File: config.mk
export PLATFORM = sky130hd
export DESIGN_NAME = ifetch
export DESIGN_NICKNAME = d
export VERILOG_FILES = /design/src/rtl/ifetch.sv
export SDC_FILE = /design/constraint.sdc
export NUM_CORES = 1
export LEC_CHECK = 0
export BUFFER_PORTS_ARGS = -buffer_cell sky130_fd_sc_hd__buf_2
export CORE_ASPECT_RATIO = 0.7
export CORE_MARGIN = 2
export CORE_UTILIZATION = 40
export DETAILED_ROUTE_END_ITERATION = 8
export GPL_ROUTABILITY_DRIVEN = 0
export SETUP_SLACK_MARGIN = 0.15
export SLEW_MARGIN = 10
export SYNTH_ARGS = -nofsm -noshare
export SYNTH_HDL_FRONTEND = slang
export SYNTH_SLANG_ARGS = --single-unit
File: constraint.sdc
create_clock -name clk -period 2.9 [get_ports clk]
set_clock_uncertainty 0.2 [all_clocks]
set_input_delay 0.145 -clock clk [delete_from_list [all_inputs] [get_ports clk]]
set_output_delay 0.145 -clock clk [all_outputs]
set_load 0.01 [all_outputs]
File: src/rtl/ifetch.sv
// Instruction fetch: single-outstanding memory requests feeding an in-order {pc, instr} queue.
// Define IFETCH_SKID_EN for a 2-entry queue (full rate with a strict space check); default 1 entry.
module ifetch #(
   parameter logic [15:0] RESET_PC = 16'h0000
) (
   input  logic        clk,
   input  logic        rst,
   output logic        imem_req,
   output logic [15:0] imem_addr,
   input  logic        imem_ack,
   input  logic [15:0] imem_rdata,
   output logic [15:0] ir,
   output logic [15:0] ir_pc,
   output logic        ir_valid,
   input  logic        ir_ready,
   input  logic        redirect,
   input  logic [15:0] redirect_pc
);

`ifdef IFETCH_SKID_EN
   localparam int unsigned Depth = 2;
`else
   localparam int unsigned Depth = 1;
`endif

   logic [15:0] fetch_pc_q, fetch_pc_d;
   logic [15:0] req_addr_q, req_addr_d;
   logic        outst_q, outst_d;
   logic        drop_q, drop_d;
   logic [1:0]  cnt_q, cnt_d;
   logic [15:0] pc_q [Depth];
   logic [15:0] pc_d [Depth];
   logic [15:0] instr_q [Depth];
   logic [15:0] instr_d [Depth];

   logic        pop;
   logic        push;
   logic        accept;
   logic        has_space;
   logic [1:0]  cnt_pop;

   assign ir_valid = (cnt_q != 2'd0);
   assign ir       = instr_q[0];
   assign ir_pc    = pc_q[0];
   assign pop      = ir_valid && ir_ready;

`ifdef IFETCH_SKID_EN
   assign has_space = (cnt_q < 2'd2);
`else
   // A slot frees up this cycle when the single entry is being consumed.
   assign has_space = (cnt_q == 2'd0) || pop;
`endif

   // An outstanding request is held through redirects until it is acked.
   assign imem_req  = !rst && (outst_q || (has_space && !redirect));
   assign imem_addr = outst_q ? req_addr_q : fetch_pc_q;
   assign accept    = imem_req && imem_ack;
   assign push      = accept && !drop_q && !redirect;
   assign cnt_pop   = cnt_q - {1'b0, pop};

   always_comb begin
      fetch_pc_d = fetch_pc_q;
      req_addr_d = imem_addr;
      outst_d    = imem_req && !imem_ack;
      drop_d     = drop_q;
      cnt_d      = cnt_pop;
      pc_d       = pc_q;
      instr_d    = instr_q;

      if (accept) begin
         drop_d = 1'b0;
      end else if (redirect && outst_q) begin
         drop_d = 1'b1;
      end

      if (pop) begin
         for (int i = 0; i < int'(Depth) - 1; i++) begin
            pc_d[i]    = pc_q[i+1];
            instr_d[i] = instr_q[i+1];
         end
      end

      if (push) begin
         for (int i = 0; i < int'(Depth); i++) begin
            if (i == int'(cnt_pop)) begin
               pc_d[i]    = imem_addr;
               instr_d[i] = imem_rdata;
            end
         end
         cnt_d      = cnt_pop + 2'd1;
         fetch_pc_d = imem_addr + 16'd1;
      end

      if (redirect) begin
         cnt_d      = 2'd0;
         fetch_pc_d = redirect_pc;
      end
   end

   always_ff @(posedge clk) begin
      if (rst) begin
         fetch_pc_q <= RESET_PC;
         req_addr_q <= RESET_PC;
         outst_q    <= 1'b0;
         drop_q     <= 1'b0;
         cnt_q      <= 2'd0;
         for (int i = 0; i < int'(Depth); i++) begin
            pc_q[i]    <= 16'h0000;
            instr_q[i] <= 16'h0000;
         end
      end else begin
         fetch_pc_q <= fetch_pc_d;
         req_addr_q <= req_addr_d;
         outst_q    <= outst_d;
         drop_q     <= drop_d;
         cnt_q      <= cnt_d;
         pc_q       <= pc_d;
         instr_q    <= instr_d;
      end
   end

endmodule

==> out/qor.txt <==
die area: 8410 sq um
proportion of synthesized area in mux cells: 5.91%
DR vias/cell: 5.06
Worst Setup End Kind: flip-flop
Post-Syn Instances: 359
critical-path maximum fanout: 24
total track usage: 20.2%
placed instance area: 3560 sq um
Avg Inst Size Synth: 8.56 sq um
register area share after synthesis: 44.3%
vias: 2937
# IOs: 87
Setup crit start: cnt_q[0]$_SDFF_PP0_
Critical Path Most Common Cell: ha_1
fmax: 395 MHz
main combinational cell family by area after synthesis: simple AND/OR/NAND/NOR gates
core box area: 7380 sq um
finished layout cell area: 4110 sq um
Async SR Flop Fraction: 0%
PortBufs: 86
first-pass GRT wire length: 13.3 mm
Register Area: 1360 sq um
CP required: 2.97 ns
Crit path max-delay family: simple AND/OR/NAND/NOR gates
R2R Path Start: cnt_q[0]$_SDFF_PP0_
slew at the pin closest to its max-slew limit: 0.704 ns
Worst Hold Class: input port to flip-flop
CTS Buffer Depth: 2
area of the multi-input gates: 1500 sq um
Critical path buffers and inverters: 0
Fin. Hold Viols: 0
max-slew violation count: 0
Reg clk slew, reported paths: 0.08 ns
CTS Buf Count: 9
Antenna Nets Post-Route: 0
antenna cell count: 0
largest net degree at the start of global routing: 67
non-filler instance count after layout: 581
dpl cells: 530
CP Launch Type: flip-flop
most frequent cells in the layout: 86 x buf_2, 67 x dfxtp_1, 54 x nand2_1
worst hold path startpoint: redirect
clk root buf: clkbuf_8
status: finished clean
CTS tree: done
Seq cells post-synth: 68
Final Routed Wirelength: 8.22 mm
min Tclk post-route: 2.53 ns
clk_lat worst skew: 0.35 ns
post-synthesis simple-gate area fraction: 20.7%
Die W: 109 um
Fill cells: 699
layout cells sized above 1: 24.8%
placed wire-length estimate: 5.56 mm
Post-Synth Adder-Cell Area: 1.22%
DRC errors left: 0
CTS H-tree depth: 3
post-DR wirelength/cell: 14.2 um
most common cell after layout, fill and taps aside: buf_2
Top FF cell, synth: dfxtp_1
Area Growth Syn to Fin: 33.9%
Critical-path top delay cell: and4_2
static leakage: 1.80 nW
Final period util: 87.3%
final setup vio count: 0
TritonCTS Sinks: 68
GR Overflow Total: 0
P per Cell Area: 512 nW/um^2
DRT Pass-1 Iters: 4
XOR/XNOR Fraction of Synth Area: 3.99%
# Max-Cap Violations: 0
vias in the first global route: 2764
yosys warns: 0
Rel. slew slack: 53.1%
initial core utilization: 41.6%
Rows: 26
Post-Syn Nets: 399
chip height: 77.3 um
EDFF count, synth: 0
Worst Path Arrival: 2.60 ns
Unique masters post-synth: 46
max incr delay on CP: 0.57 ns
worst vdd ir: 0.232 mV
number of DRC markers in iteration 0: 161
TNS Setup: 0 ns
RSZ-0062 raised after global routing: false
WS Path Type: flip-flop to flip-flop
final net count: 518
Cell Area, Synth: 3070 sq um
crit-path cells: or2_1 > and2_1 > ha_1 > xnor2_1 > ha_1 > and4_2 > nand2_1 > a21oi_1
complex-gate fraction of the synthesized area: 16.8%
initial antenna violation count: 0
==> through the flow <==
step	setup slack [ns]	total power, W	hold WS, ns	utilization (%)
floorplan	0.218	0.00121	0.0810	-
global placement	0.332	0.00131	0.185	48.2
detailed placement	0.318	0.00131	0.191	48.2
CTS	0.278	0.00213	0.0450	55.5
global route	0.227	0.00222	0.0813	55.7
finish	0.367	0.00211	0.0575	55.7
==> synthesized netlist by cell type (6+ instances only) <==
cell      number  area [sq um]
nand4_1        8          50.1
dfxtp_1       68          1360
a21oi_1       22           110
mux2i_1       17           170
xnor2_1       14           123
a211oi_1      17           128
nor2_1        39           146
inv_1         23          86.3
clkbuf_1      11          41.3
nand3_1       13          65.1
nand2_1       54           203
a31oi_1        7          43.8
o21ai_0        6          30.0
and2_1         7          43.8
==> tightest hold or removal path, cell delays in order <==
cell	delay [ns]
buf_2	0.10
buf_4	0.24
nor3_1	0.09
==> cell type report <==
type	count	share of cell area (%)
multi-input combinational	247	36.5
sequential	68	33.1
timing repair buffer	129	20.4
clock buffer	9	3.01
tap	98	2.98
inverter	23	2.10
clock inverter	7	1.86
==> routing by layer <==
layer | share of wire [%] | routed length [um] | track usage, % | up-vias
met2 | 47 | 3850 | 31.4 | 81
met5 | 0 | 0 | 0 | -
met1 | 48 | 3930 | 27.1 | 1361
li1 | - | - | - | 1491
met4 | 0.43 | 35 | 6.92 | 0
met3 | 4.9 | 406 | 5.10 | 4
==> sequential cells by signal (all words and copies together) (netlist names) <==
| register | count |
|---|---|
| fetch_pc_q | 16 |
| cnt_q | 2 |
| req_addr_q | 16 |
| drop_q | 1 |
| ir_pc | 16 |
| outst_q | 1 |
| ir | 16 |
==> what timing repair did <==
| item | CTS | global route |
|---|---|---|
| gates resized for setup | 0 | 1 |
| endpoints found under the setup margin | 0 | 8 |
| hold endpoints to repair | 34 | 0 |
| hold buffers | 34 | 0 |
| setup buffers | 0 | 0 |
==> final timing paths <==
kind	slack, ns	cells after the start	end
setup / recovery	0.37	8	ir[6]$_SDFFE_PP0P_
hold / removal	0.06	3	cnt_q[0]$_SDFF_PP0_
setup reg to reg	0.37	8	ir[6]$_SDFFE_PP0P_
hold reg to reg	0.25	2	ir[15]$_SDFFE_PP0P_
==> cells by family after synthesis <==
logic type,count (synthesis)
adders and majority gates,3
xor gates and xnor gates,14
AOI/OAI and AO/OA,73
buffers and inverters,45
and+or+nand+nor,138
muxes,18
DFF,68
==> where the power goes <==
part | leakage [nW] | internal, W | total [W] | switching, W
Sequential | 0.555 | 0.000979 | 0.00101 | 0.0000335
Clock | 0.0958 | 0.000401 | 0.000780 | 0.000380
Combinational | 1.15 | 0.000145 | 0.000315 | 0.000170
(Power assumes the default switching activity.)
